**config.mk**
```make
export PLATFORM = sky130hd
export DESIGN_NAME = mem_arbiter
export DESIGN_NICKNAME = d
export VERILOG_FILES = /design/src/rtl/mem_arb_pkg.sv /design/src/rtl/arb_pick.sv /design/src/rtl/mem_arbiter.sv
export SDC_FILE = /design/constraint.sdc
export NUM_CORES = 1
export LEC_CHECK = 0
export CORE_AREA = 4 4 86 88
export DETAILED_ROUTE_END_ITERATION = 8
export DIE_AREA = 0 0 90 92
export HOLD_SLACK_MARGIN = 0.15
export PLACE_DENSITY = 0.86
export SETUP_SLACK_MARGIN = 0.15
export SKIP_LAST_GASP = 1
export SYNTH_ARGS = -nofsm -noshare
export SYNTH_HDL_FRONTEND = slang
export SYNTH_SLANG_ARGS = --single-unit
```
**constraint.sdc**
```tcl
create_clock -name clk -period 8.3 [get_ports clk]
set_input_delay 2.49 -clock clk [delete_from_list [all_inputs] [get_ports clk]]
set_output_delay 2.49 -clock clk [all_outputs]
set_load 0.05 [all_outputs]
```
**src/rtl/mem_arb_pkg.sv**
```systemverilog
// ---------------------------------------------------------------------------
// mem_arb_pkg
// Shared definitions for the two-port memory arbiter (mem_arbiter, arb_pick).
//   - arb_state_t : FSM encoding IDLE=00, GNT_I=01, GNT_D=10
//   - TIMEOUT_CYCLES_DEFAULT : default grant timeout in clock cycles
//   - GNT_I_BIT / GNT_D_BIT : bit positions in the one-hot grant vector
//   - PTR_DATA / PTR_FETCH  : round-robin pointer values (ARB_RR_EN builds)
// ---------------------------------------------------------------------------
package mem_arb_pkg;

    typedef enum logic [1:0] {
        IDLE  = 2'b00,
        GNT_I = 2'b01,
        GNT_D = 2'b10
    } arb_state_t;

    localparam int TIMEOUT_CYCLES_DEFAULT = 64;

    localparam int GNT_I_BIT = 0;
    localparam int GNT_D_BIT = 1;

    // Pointer names the port that wins the next simultaneous request.
    localparam logic PTR_DATA  = 1'b0;
    localparam logic PTR_FETCH = 1'b1;

endpackage : mem_arb_pkg

```
**src/rtl/arb_pick.sv**
```systemverilog
// ---------------------------------------------------------------------------
// arb_pick
// Purely combinational winner selection between the fetch and data ports.
// Ports:
//   req_i : fetch port has a legal pending request
//   req_d : data port has a legal pending request
//   ptr   : port favoured on a tie (PTR_DATA or PTR_FETCH)
//   gnt   : one-hot grant, gnt[GNT_I_BIT] = fetch, gnt[GNT_D_BIT] = data
// ---------------------------------------------------------------------------
module arb_pick
    import mem_arb_pkg::*;
(
    input  logic       req_i,
    input  logic       req_d,
    input  logic       ptr,
    output logic [1:0] gnt
);

    always_comb begin
        gnt = '0;
        if (req_i && req_d) begin
            if (ptr == PTR_FETCH) begin
                gnt[GNT_I_BIT] = 1'b1;
            end else begin
                gnt[GNT_D_BIT] = 1'b1;
            end
        end else begin
            gnt[GNT_I_BIT] = req_i;
            gnt[GNT_D_BIT] = req_d;
        end
    end

endmodule : arb_pick

```
**src/rtl/mem_arbiter.sv**
```systemverilog
// ---------------------------------------------------------------------------
// mem_arbiter
// Arbitrates an instruction-fetch port and a data load/store port onto one
// shared memory system. One transaction at a time; at least one IDLE cycle
// between transactions. A grant that waits TIMEOUT_CYCLES cycles without
// m_done is terminated with a done pulse and an arb_err pulse.
//
// Optional feature: define ARB_RR_EN for round-robin tie breaking (a 1-bit
// pointer that moves to the other port after each completed grant). Without
// it the data port always wins a tie.
//
// Ports:
//   clk, rst_n                       clock, asynchronous active-low reset
//   i_rd, i_addr                     fetch read request
//   i_data_out, i_done, i_stall      fetch return path
//   d_rd, d_wr, d_addr, d_data_in    data request (rd and wr together = illegal)
//   d_data_out, d_done, d_stall      data return path
//   m_addr, m_data_in, m_rd, m_wr    registered drive to the memory system
//   m_data_out, m_done, m_stall,
//   m_err                            memory system responses
//   arb_err                          pulse on timeout, illegal request, m_err
// ---------------------------------------------------------------------------
module mem_arbiter
    import mem_arb_pkg::*;
#(
    parameter int TIMEOUT_CYCLES = TIMEOUT_CYCLES_DEFAULT
) (
    input  logic        clk,
    input  logic        rst_n,
    input  logic        i_rd,
    input  logic [15:0] i_addr,
    output logic [15:0] i_data_out,
    output logic        i_done,
    output logic        i_stall,
    input  logic        d_rd,
    input  logic        d_wr,
    input  logic [15:0] d_addr,
    input  logic [15:0] d_data_in,
    output logic [15:0] d_data_out,
    output logic        d_done,
    output logic        d_stall,
    output logic [15:0] m_addr,
    output logic [15:0] m_data_in,
    output logic        m_rd,
    output logic        m_wr,
    input  logic [15:0] m_data_out,
    input  logic        m_done,
    input  logic        m_stall,
    input  logic        m_err,
    output logic        arb_err
);

    localparam logic [15:0] TIMEOUT_LAST = 16'(TIMEOUT_CYCLES - 1);

    arb_state_t  state_reg;
    logic [15:0] addr_reg;
    logic [15:0] wdata_reg;
    logic [15:0] cnt_reg;
    logic        rd_reg;
    logic        wr_reg;
    logic        ill_seen_reg;  // illegal request already flagged
    logic        run_reg;       // low until the first edge after reset release

    logic        ptr;
    logic [1:0]  gnt;
    logic        d_req_ok;
    logic        d_illegal;
    logic        in_gnt_i;
    logic        in_gnt_d;
    logic        in_gnt;
    logic        timeout_hit;
    logic        xfer_end;

`ifdef ARB_RR_EN
    logic ptr_reg;
    assign ptr = ptr_reg;
`else
    assign ptr = PTR_DATA;
`endif

    // m_stall has no effect on arbitration: the timeout counts all cycles.
    logic unused_m_stall;
    assign unused_m_stall = m_stall;

    assign d_illegal = d_rd & d_wr;
    assign d_req_ok  = d_rd ^ d_wr;

    arb_pick u_pick (
        .req_i (i_rd),
        .req_d (d_req_ok),
        .ptr   (ptr),
        .gnt   (gnt)
    );

    assign in_gnt_i    = (state_reg == GNT_I);
    assign in_gnt_d    = (state_reg == GNT_D);
    assign in_gnt      = in_gnt_i | in_gnt_d;
    // cnt_reg is the number of completed GNT cycles, so the Nth GNT cycle
    // sees N-1 here.
    assign timeout_hit = in_gnt & ~m_done & (cnt_reg == TIMEOUT_LAST);
    assign xfer_end    = in_gnt & (m_done | timeout_hit);

    always_ff @(posedge clk or negedge rst_n) begin
        if (!rst_n) begin
            state_reg    <= IDLE;
            addr_reg     <= '0;
            wdata_reg    <= '0;
            cnt_reg      <= '0;
            rd_reg       <= 1'b0;
            wr_reg       <= 1'b0;
            ill_seen_reg <= 1'b0;
            run_reg      <= 1'b0;
`ifdef ARB_RR_EN
            ptr_reg      <= PTR_DATA;
`endif
        end else begin
            run_reg      <= 1'b1;
            ill_seen_reg <= d_illegal;
            case (state_reg)
                IDLE: begin
                    if (gnt[GNT_D_BIT]) begin
                        state_reg <= GNT_D;
                        addr_reg  <= d_addr;
                        wdata_reg <= d_data_in;
                        rd_reg    <= d_rd;
                        wr_reg    <= d_wr;
                        cnt_reg   <= '0;
                    end else if (gnt[GNT_I_BIT]) begin
                        state_reg <= GNT_I;
                        addr_reg  <= i_addr;
                        wdata_reg <= '0;
                        rd_reg    <= 1'b1;
                        wr_reg    <= 1'b0;
                        cnt_reg   <= '0;
                    end
                end
                GNT_I, GNT_D: begin
                    if (xfer_end) begin
                        state_reg <= IDLE;
                        rd_reg    <= 1'b0;
                        wr_reg    <= 1'b0;
`ifdef ARB_RR_EN
                        ptr_reg   <= in_gnt_d ? PTR_FETCH : PTR_DATA;
`endif
                    end else begin
                        cnt_reg <= cnt_reg + 16'd1;
                    end
                end
                default: begin
                    state_reg <= IDLE;
                    rd_reg    <= 1'b0;
                    wr_reg    <= 1'b0;
                end
            endcase
        end
    end

    assign m_addr     = addr_reg;
    assign m_data_in  = wdata_reg;
    assign m_rd       = rd_reg;
    assign m_wr       = wr_reg;

    assign i_done     = in_gnt_i & (m_done | timeout_hit);
    assign d_done     = in_gnt_d & (m_done | timeout_hit);
    assign i_data_out = in_gnt_i ? m_data_out : '0;
    assign d_data_out = in_gnt_d ? m_data_out : '0;

    // Stall and error outputs are held low until the arbiter has left reset.
    assign i_stall    = run_reg & i_rd & ~i_done;
    assign d_stall    = run_reg & (d_rd | d_wr) & ~d_done;
    assign arb_err    = run_reg & ((in_gnt & m_err) | timeout_hit |
                                   (d_illegal & ~ill_seen_reg));

endmodule : mem_arbiter
```
Yosys cells after proc, flatten, opt, wreduce, memory -nomap -nowiden
Cells that the tools add are included.
{"block": "word_totals", "register_bits": 54, "in_bits": 72, "output_inout_bits": 71, "wordCells": 67}
{"block": "classes", "n_addsub": 1, "eq_ne": 6, "mux": 21, "bitwise_logic": 23, "n_reduce_logical": 8}
{"operator": "$mux 16", "n": 8}
{"operator": "$pmux 16 s2", "n": 1}
{"operator": "$add 16x1->16 const B", "n": 1}
{"operator": "$eq 16x6->1 const B", "n": 1}
{"operator": "$and 1x1->1", "n": 13}
{"operator": "$mux 2", "n": 4}
{"operator": "$mux 1", "n": 5}
{"operator": "$or 1x1->1", "n": 5}
{"operator": "$ne 2x2->1 const B", "n": 2}
{"operator": "$not 1->1", "n": 4}
{"operator": "$pmux 1 s2", "n": 2}
{"operator": "$pmux 2 s2", "n": 1}
{"operator": "$reduce_and 2->1", "n": 2}
{"operator": "$reduce_bool 2->1", "n": 2}
{"operator": "$ne 3x3->1 const B", "n": 1}
{"operator": "$reduce_and 3->1", "n": 1}
{"operator": "$eq 2x1->1 const B", "n": 1}
{"operator": "$eq 2x2->1 const B", "n": 1}
{"operator": "$logic_not 2->1", "n": 1}
{"operator": "$reduce_or 2->1", "n": 1}
{"operator": "$logic_and 1x1->1", "n": 1}
{"operator": "$xor 1x1->1", "n": 1}

Depth between registers and ports, before layout
Gate-level depths: netlist of the first run.
{"block": "logic_depth", "depth_word": 8, "depth_mapped": 9, "depth_no_buf": 7}

Cells and area by module
Synthesis of the first run repeated with hierarchy kept, for this count alone.
{"block": "hier_totals", "hier_cells": 287, "area_unflattened_um2": 2864.0}
{"mod": "mem_arbiter", "n_inst": 1, "cells_each": 284, "area_per_inst_um2": 2845.2, "seq_area_each_um2": 1351.3}
{"mod": "arb_pick", "n_inst": 1, "cells_each": 3, "area_per_inst_um2": 18.8, "seq_area_each_um2": 0.0}

Least setup slack after synthesis of the first run
Ideal clock, no wire load.
{"block": "synth_timing", "kind": "input -> output", "from": "input port m_done", "to": "output port i_stall", "arrival_ps": 4442, "t_required_ps": 5810, "setup_slack_ps": 1368, "cell_stages": 6, "path_buffers": 1, "cell_sequence": "or4_1 -> or4_4 -> nor2_8 -> buf_4 -> o21a_1 -> nor2_1"}
{"block": "synth_via", "elab_chain_len": 7}
{"element": "start: declaration", "line_no": "mem_arbiter.sv:47", "rtl": "input logic m_done,"}
{"element": "$not 1->1", "line_no": "mem_arbiter.sv:100", "rtl": "assign timeout_hit = in_gnt & ~m_done & (cnt_reg == TIMEOUT_LAST);"}
{"element": "$and 1x1->1 (2 in series)", "line_no": "mem_arbiter.sv:100"}
{"element": "$or 1x1->1 (*)", "line_no": "mem_arbiter.sv:163", "rtl": "assign i_done = in_gnt_i & (m_done | timeout_hit);"}
{"element": "$and 1x1->1 (*)", "line_no": "mem_arbiter.sv:163"}
{"element": "net i_done", "line_no": "mem_arbiter.sv:33", "rtl": "output logic i_done,"}
{"element": "$not 1->1 (*)", "line_no": "mem_arbiter.sv:169", "rtl": "assign i_stall = run_reg & i_rd & ~i_done;"}
{"element": "$and 1x1->1 (*)", "line_no": "mem_arbiter.sv:169"}
{"element": "end: declaration", "line_no": "mem_arbiter.sv:34", "rtl": "output logic i_stall,"}
Mark *: on every way through the listed nets, which the timed path passes. The rest lies on a longest branch.

Final worst setup path of the first run
{"block": "layout_timing", "from": "input port m_done", "to": "output port arb_err"}
{"block": "layout_via", "elab_chain_len": 6}
{"element": "$not 1->1", "line_no": "mem_arbiter.sv:100"}
{"element": "$and 1x1->1 (2 in series)", "line_no": "mem_arbiter.sv:100"}
{"element": "$or 1x1->1 (2 in series)", "line_no": "mem_arbiter.sv:171", "rtl": "assign arb_err = run_reg & ((in_gnt & m_err) | timeout_hit |"}
{"element": "$and 1x1->1", "line_no": "mem_arbiter.sv:171"}
{"element": "end: declaration", "line_no": "mem_arbiter.sv:50", "rtl": "output logic arb_err"}
Every way passes these cells.

==> run_summary.xml, run 1 <==
<?xml version="1.0" encoding="UTF-8"?>
<metrics>
  <group name="global_route">
    <metric name="initial_antenna_violation_count" unit="">0</metric>
    <metric name="leftover_overflow_at_the_end_of_global_routing" unit="">0</metric>
    <metric name="groute.usage.overall" unit="">0.194</metric>
    <metric name="grt_pass1_wl" unit="um">13200</metric>
    <metric name="grt_max_degree" unit="">55</metric>
    <metric name="grt_pass1_vias" unit="">2679</metric>
  </group>
  <group name="clocking">
    <metric name="htree_num_levels" unit="">2</metric>
    <metric name="cts.root.buffer_cell" unit="">clkbuf_8</metric>
    <metric name="cts_tree" unit="">built</metric>
    <metric name="clk_pin_slew" unit="ns">0.10</metric>
    <metric name="cts_repair_resize_count" unit="">0</metric>
    <metric name="numClockSinks" unit="">54</metric>
    <metric name="max-clock-path-buffers" unit="">2</metric>
    <metric name="postCtsSetupBuffers" unit="">0</metric>
    <metric name="number_of_hold_buffers_added_after_cts" unit="">0</metric>
    <metric name="cts_made_buffers" unit="">5</metric>
    <metric name="worstSkewPairLatency" unit="ns">0.31</metric>
  </group>
  <group name="sta">
    <metric name="timing.clock.skew" unit="ns">0.00511</metric>
    <metric name="tightestPinTransition" unit="ns">1.04</metric>
    <metric name="max_clock_freq" unit="MHz">130</metric>
    <metric name="max_slew_margin" unit="">0.304</metric>
    <metric name="timing.final.hold_violations" unit="">0</metric>
    <metric name="count_of_pins_over_their_slew_limit" unit="">0</metric>
    <metric name="period_minus_slack" unit="ns">7.70</metric>
    <metric name="worst_setup_margin" unit="ns">0.598</metric>
    <metric name="totalNegativeSetupSlack" unit="ns">0</metric>
    <metric name="report.final.setup_viol" unit="">0</metric>
    <metric name="holdWs" unit="ns">0.486</metric>
    <metric name="post_route_clock_period_utilization" unit="">0.928</metric>
    <metric name="rsz0062_at_grt" unit="">no</metric>
  </group>
  <group name="placed_design">
    <metric name="portBuffers" unit="">141</metric>
    <metric name="place.gp.congestion" unit="">0.873</metric>
    <metric name="number_of_instances_in_the_placed_design" unit="">503</metric>
    <metric name="place_ws" unit="ns">0.626</metric>
    <metric name="detailedPlacementHpwl" unit="um">6090</metric>
  </group>
  <group name="route">
    <metric name="dr.first_iter.drc_count" unit="">174</metric>
    <metric name="vias_per_cell" unit="">5.34</metric>
    <metric name="iteration_count_of_the_initial_detailed_routing_pass" unit="">4</metric>
    <metric name="drt_wl_total" unit="um">8170</metric>
    <metric name="route.vias.total" unit="">2731</metric>
    <metric name="routed_wire_length_per_instance" unit="um">16.0</metric>
    <metric name="remaining_drc_errors" unit="">0</metric>
    <metric name="count_of_antenna_violating_nets_left_after_detailed_routing" unit="">0</metric>
  </group>
  <group name="hold_path">
    <metric name="timing.hold.worst.start" unit="">m_addr[5]$_DFFE_PN0P_</metric>
    <metric name="holdPathStages" unit="">2</metric>
    <metric name="min_delay_worst_endpoint" unit="">m_addr[5]$_DFFE_PN0P_</metric>
    <metric name="worst_hold_path_type" unit="">register to register</metric>
  </group>
  <group name="setup_path">
    <metric name="timing.reg2reg.setup_slack" unit="ns">5.58</metric>
    <metric name="timing.critical_path.required" unit="ns">5.81</metric>
    <metric name="r2r_start" unit="">state_reg[0]$_DFFE_PN0P_</metric>
    <metric name="path_class" unit="">input pin to output port</metric>
    <metric name="critPathCaptureType" unit="">output port</metric>
    <metric name="cpMaxStageDelayCell" unit="">clkdlybuf4s50_1</metric>
    <metric name="critPathLaunchType" unit="">input pin</metric>
    <metric name="buffers_plus_inverters_on_the_worst_setup_path" unit="">2</metric>
    <metric name="crit_fanout" unit="">16</metric>
    <metric name="critical_path.reg2reg.endpoint" unit="">cnt_reg[5]$_DFFE_PN0P_</metric>
    <metric name="cp_common_cell" unit="">clkdlybuf4s50_1</metric>
    <metric name="cpLargestDelayFamily" unit="">simple AND/OR/NAND/NOR gates</metric>
    <metric name="worst_ep_arrival_time" unit="ns">5.21</metric>
    <metric name="r2r_cells" unit="">6</metric>
    <metric name="critical_path.max_stage_delay" unit="ns">0.81</metric>
    <metric name="crit_path_cell_trace" unit="">clkdlybuf4s50_1, or4_1, or4_4, nor2_8, a221oi_1, nor2b_1, clkdlybuf4s50_1</metric>
  </group>
  <group name="logic_synthesis">
    <metric name="syn-instance-count" unit="">296</metric>
    <metric name="postSynthNetCount" unit="">374</metric>
    <metric name="synth_edf_count" unit="">0</metric>
    <metric name="postSynth.asyncResetShare" unit="">1.00</metric>
    <metric name="post_synthesis_cell_area" unit="mm2">0.00288</metric>
    <metric name="synthDominantAreaCellType" unit="">dfrtp_1</metric>
    <metric name="yosys.cell_types.count" unit="">48</metric>
    <metric name="synth_ff_type" unit="">dfrtp_1</metric>
    <metric name="synth_top_area_frac" unit="">0.470</metric>
    <metric name="ys_top_cells_by_area" unit="">dfrtp_1 (47%), and2_1 (7.6%), mux2i_1 (5.9%)</metric>
    <metric name="synthesis.area_per_instance" unit="um2">9.72</metric>
    <metric name="ys_warn_count" unit="">0</metric>
    <metric name="synth_seq_area_share" unit="">0.470</metric>
    <metric name="ys_seq_elements" unit="">54</metric>
  </group>
  <group name="power_and_ir_drop">
    <metric name="cell_area_power_density" unit="mW/mm2">394</metric>
    <metric name="power.leakage" unit="uW">0.00191</metric>
    <metric name="max_ir_drop_vdd" unit="V">0.000284</metric>
    <metric name="p_total" unit="uW">1750</metric>
  </group>
  <group name="layout">
    <metric name="layout.cells.most_common" unit="">clkdlybuf4s50_1</metric>
    <metric name="share_of_cells_above_drive_strength_1" unit="">0.0418</metric>
    <metric name="final.fill_count" unit="">510</metric>
    <metric name="area_delta_synth_final" unit="%">54.5</metric>
    <metric name="ant_diodes" unit="">0</metric>
    <metric name="finish.net_count" unit="">508</metric>
    <metric name="final_cell_mix" unit="">clkdlybuf4s50_1 (140), dfrtp_1 (54), and2_1 (35), nand2_1 (35), o21ai_0 (29)</metric>
    <metric name="layoutNonFillerInstCount" unit="">511</metric>
  </group>
  <group name="die">
    <metric name="floorplan.die_area" unit="mm2">0.00828</metric>
    <metric name="die_width" unit="um">90</metric>
    <metric name="floorplan.rows" unit="">30</metric>
    <metric name="floorplan.initialDensity" unit="">0.433</metric>
    <metric name="design.core.area" unit="mm2">0.00664</metric>
    <metric name="die_height" unit="um">92</metric>
    <metric name="num_io_pins" unit="">143</metric>
  </group>
  <group name="run_status">
    <metric name="run_status" unit="">complete, no violations</metric>
  </group>
  <group name="job">
    <metric name="cap_viol_max_count" unit="">0</metric>
  </group>
</metrics>
-- cells in the mapped netlist, types with 6 or more instances --
library cell and count:
dfrtp_1 54, mux2i_1 17, o21ai_0 29, ha_1 6, and2_1 35, a21oi_1 6, o31ai_1 7, nor2_1 9
a22o_1 18, nand2_1 35, clkbuf_1 11, inv_1 9, nand3_1 7
-- worst min-delay path: stages, from the launching register on --
cell	delay [ns]
dfrtp_1	0.35
nand2_1	0.04
o21ai_0	0.06
-- per-layer routing --
metal | global-route usage | share of wire | vias up | wire (um)
met1 | 0.250 | 0.41 | 1295 | 3360
met5 | 0 | 0 | - | 0
met3 | 0.0591 | 0.077 | 11 | 626
met2 | 0.325 | 0.50 | 112 | 4080
met4 | 0.0395 | 0.012 | 0 | 99
li1 | - | - | 1313 | -
-- logic make-up after synthesis --
| logic type | share of synthesized area |
|---|---|
| other cells | 0.00130 |
| compound gates | 0.192 |
| simple gates | 0.217 |
| flops | 0.470 |
| fa+ha+maj | 0.0261 |
| buf+inv | 0.0356 |
| mux | 0.0591 |
-- power breakdown --
group | leakage, uW | internal, uW | total (uW) | switching [uW]
clock | 0.0000587 | 91.5 | 181 | 89.5
sequential | 0.000698 | 356 | 414 | 58.2
combinational | 0.00115 | 382 | 1160 | 774
-- worst max-delay path by stage --
| stage | start | end | cells after the start |
|---|---|---|---|
| floorplan | m_done | i_stall | 6 |
| global placement | m_done | arb_err | 7 |
| detailed placement | m_done | arb_err | 7 |
| CTS | m_done | arb_err | 7 |
| global route | m_done | arb_err | 7 |
| finish | m_done | arb_err | 7 |
-- metrics by stage --
step,util,cell area (um2)
2_1_floorplan,-,2880
3_3_place_gp,0.652,4330
3_5_place_dp,0.652,4330
4_1_cts,0.669,4450
5_1_grt,0.669,4450
6_report,0.669,4450
-- layout make-up --
class	instances	area, um2	area share
repair buffers	143	1420	0.320
clock inverters	3	47.5	0.0107
flip-flops and latches	54	1350	0.304
inverters	9	33.8	0.00760
clock buffers	5	68.8	0.0155
well taps	80	100	0.0225
multi-input cells	217	1420	0.320
No activity file was read; power rests on OpenSTA's default activity.
==> inputs of run 2 (changes only) <==
CORE_AREA = 4 4 89 91   (was 4 4 86 88)
DIE_AREA = 0 0 93 95   (was 0 0 90 92)
PLACE_DENSITY = 0.8   (was 0.86)
clock period = 7.35 ns   (was 8.3 ns; I/O delays follow)
==> run 2 against run 1 <==
Clock skew rose by 0.00085 ns; clock power fell by 8%; cell area barely moved; first-iteration DRC count fell by 6.9%; critical path depth did not move; critical endpoint is now d_stall; die area rose by 6.7%; non-clock buffer count rose by 2; worst hold slack got worse by 0.00098 ns.
==> run_summary.xml, run 2 (synthesis results as in run 1) <==
<?xml version="1.0" encoding="UTF-8"?>
<metrics>
  <group name="route">
    <metric name="drt_wl_total" unit="um">8050</metric>
    <metric name="vias_per_cell" unit="">5.00</metric>
    <metric name="routed_wire_length_per_instance" unit="um">15.1</metric>
    <metric name="remaining_drc_errors" unit="">0</metric>
    <metric name="iteration_count_of_the_initial_detailed_routing_pass" unit="">4</metric>
    <metric name="count_of_antenna_violating_nets_left_after_detailed_routing" unit="">0</metric>
    <metric name="route.vias.total" unit="">2661</metric>
    <metric name="dr.first_iter.drc_count" unit="">162</metric>
  </group>
  <group name="global_route">
    <metric name="grt_pass1_vias" unit="">2759</metric>
    <metric name="grt_pass1_wl" unit="um">13200</metric>
    <metric name="initial_antenna_violation_count" unit="">0</metric>
    <metric name="groute.usage.overall" unit="">0.187</metric>
    <metric name="grt_max_degree" unit="">55</metric>
    <metric name="leftover_overflow_at_the_end_of_global_routing" unit="">0</metric>
  </group>
  <group name="setup_path">
    <metric name="cpLargestDelayFamily" unit="">buffers and inverters</metric>
    <metric name="path_class" unit="">input pin to output port</metric>
    <metric name="timing.critical_path.required" unit="ns">5.14</metric>
    <metric name="cp_common_cell" unit="">clkdlybuf4s50_1</metric>
    <metric name="crit_fanout" unit="">5</metric>
    <metric name="crit_path_cell_trace" unit="">clkdlybuf4s50_1, or4_1, or4_4, nor2_8, o21a_1, nor3b_1, clkdlybuf4s50_1</metric>
    <metric name="critPathCaptureType" unit="">output port</metric>
    <metric name="critical_path.max_stage_delay" unit="ns">0.70</metric>
    <metric name="cpMaxStageDelayCell" unit="">clkdlybuf4s50_1</metric>
    <metric name="worst_ep_arrival_time" unit="ns">4.63</metric>
    <metric name="buffers_plus_inverters_on_the_worst_setup_path" unit="">2</metric>
    <metric name="critPathLaunchType" unit="">input pin</metric>
  </group>
  <group name="layout">
    <metric name="final_cell_mix" unit="">clkdlybuf4s50_1 (137), dfrtp_1 (54), and2_1 (35), nand2_1 (35), o21ai_0 (29)</metric>
    <metric name="area_delta_synth_final" unit="%">54.7</metric>
    <metric name="ant_diodes" unit="">0</metric>
    <metric name="layout.cells.most_common" unit="">clkdlybuf4s50_1</metric>
    <metric name="finish.net_count" unit="">510</metric>
    <metric name="share_of_cells_above_drive_strength_1" unit="">0.0508</metric>
  </group>
  <group name="hold_path">
    <metric name="worst_hold_path_type" unit="">register to register</metric>
  </group>
  <group name="run_status">
    <metric name="run_status" unit="">complete, no violations</metric>
  </group>
  <group name="placed_design">
    <metric name="place.gp.congestion" unit="">0.829</metric>
    <metric name="place_ws" unit="ns">0.522</metric>
    <metric name="portBuffers" unit="">141</metric>
    <metric name="detailedPlacementHpwl" unit="um">6250</metric>
  </group>
  <group name="sta">
    <metric name="worst_setup_margin" unit="ns">0.510</metric>
    <metric name="max_clock_freq" unit="MHz">146</metric>
    <metric name="period_minus_slack" unit="ns">6.84</metric>
    <metric name="timing.clock.skew" unit="ns">0.00596</metric>
    <metric name="totalNegativeSetupSlack" unit="ns">0</metric>
    <metric name="count_of_pins_over_their_slew_limit" unit="">0</metric>
    <metric name="timing.final.hold_violations" unit="">0</metric>
    <metric name="rsz0062_at_grt" unit="">no</metric>
    <metric name="post_route_clock_period_utilization" unit="">0.931</metric>
    <metric name="tightestPinTransition" unit="ns">0.746</metric>
    <metric name="max_slew_margin" unit="">0.500</metric>
    <metric name="report.final.setup_viol" unit="">0</metric>
  </group>
  <group name="clocking">
    <metric name="cts.root.buffer_cell" unit="">clkbuf_8</metric>
    <metric name="cts_made_buffers" unit="">5</metric>
    <metric name="htree_num_levels" unit="">2</metric>
    <metric name="clk_pin_slew" unit="ns">0.10</metric>
    <metric name="numClockSinks" unit="">54</metric>
    <metric name="postCtsSetupBuffers" unit="">0</metric>
    <metric name="cts_tree" unit="">built</metric>
    <metric name="max-clock-path-buffers" unit="">2</metric>
    <metric name="number_of_hold_buffers_added_after_cts" unit="">0</metric>
    <metric name="worstSkewPairLatency" unit="ns">0.30</metric>
    <metric name="cts_repair_resize_count" unit="">0</metric>
  </group>
  <group name="die">
    <metric name="floorplan.initialDensity" unit="">0.403</metric>
    <metric name="num_io_pins" unit="">143</metric>
    <metric name="die_width" unit="um">93</metric>
    <metric name="design.core.area" unit="mm2">0.00714</metric>
    <metric name="die_height" unit="um">95</metric>
    <metric name="floorplan.die_area" unit="mm2">0.00884</metric>
    <metric name="floorplan.rows" unit="">31</metric>
  </group>
  <group name="job">
    <metric name="cap_viol_max_count" unit="">0</metric>
  </group>
  <group name="power_and_ir_drop">
    <metric name="max_ir_drop_vdd" unit="V">0.000265</metric>
    <metric name="cell_area_power_density" unit="mW/mm2">432</metric>
    <metric name="power.leakage" unit="uW">0.00191</metric>
  </group>
</metrics>
[run 2: area by class of cell]
type / count / area, um2
clock inverter: 2 / 16.3
timing repair buffer: 145 / 1430
inverter: 9 / 33.8
tap: 99 / 124
sequential: 54 / 1350
fill: 619 / 2690
multi-input combinational: 217 / 1420
clock buffer: 6 / 72.6
[run 2: path summary, 6_finish.rpt]
path	slack [ns]	to	cells after the start	startpoint
hold / removal	0.48	m_addr[10]$_DFFE_PN0P_	2	m_addr[10]$_DFFE_PN0P_
max in group asynchronous	4.90	cnt_reg[9]$_DFFE_PN0P_	2	rst_n
setup / recovery	0.51	d_stall	7	m_done
hold reg to reg	0.48	m_addr[10]$_DFFE_PN0P_	2	m_addr[10]$_DFFE_PN0P_
setup reg to reg	4.72	cnt_reg[7]$_DFFE_PN0P_	8	state_reg[0]$_DFFE_PN0P_
min in group asynchronous	2.01	run_reg$_DFF_PN0_	2	rst_n
[run 2: layer usage]
metal | GRT usage | share of wire | vias to the layer above
li1 | - | - | 1324
met1 | 0.234 | 0.42 | 1248
met2 | 0.316 | 0.50 | 79
met3 | 0.0590 | 0.068 | 10
met4 | 0.0501 | 0.014 | 0
met5 | 0 | 0 | -
[run 2: metrics by stage]
stage,hold slack (ns),util,cells,total power (uW),instance area (um2)
2_1_floorplan,0.474,-,296,1350,2880
3_3_place_gp,0.459,0.611,524,1750,4360
3_5_place_dp,0.469,0.611,524,1770,4360
4_1_cts,0.492,0.624,532,1940,4450
5_1_grt,0.510,0.624,532,2040,4450
6_report,0.485,0.624,532,1920,4450
[run 2: where the power goes]
part / switching [uW] / internal [uW] / total, uW
registers: 64.9 / 402 / 467
logic: 862 / 430 / 1290
clock network: 97.1 / 68.6 / 166
total: 1020 / 900 / 1920
[run 2: tightest hold or removal path: stages (launching register included)]
cell and delay (ns):
dfrtp_1 0.35, nand2_1 0.04, o21ai_0 0.06
==> inputs of run 3 (changes only) <==
ABC_CLOCK_PERIOD_IN_PS = 7350   (was unset)
==> results of run 3 <==
Same layout as run 2: the final DEF is identical, and so are final timing and power.
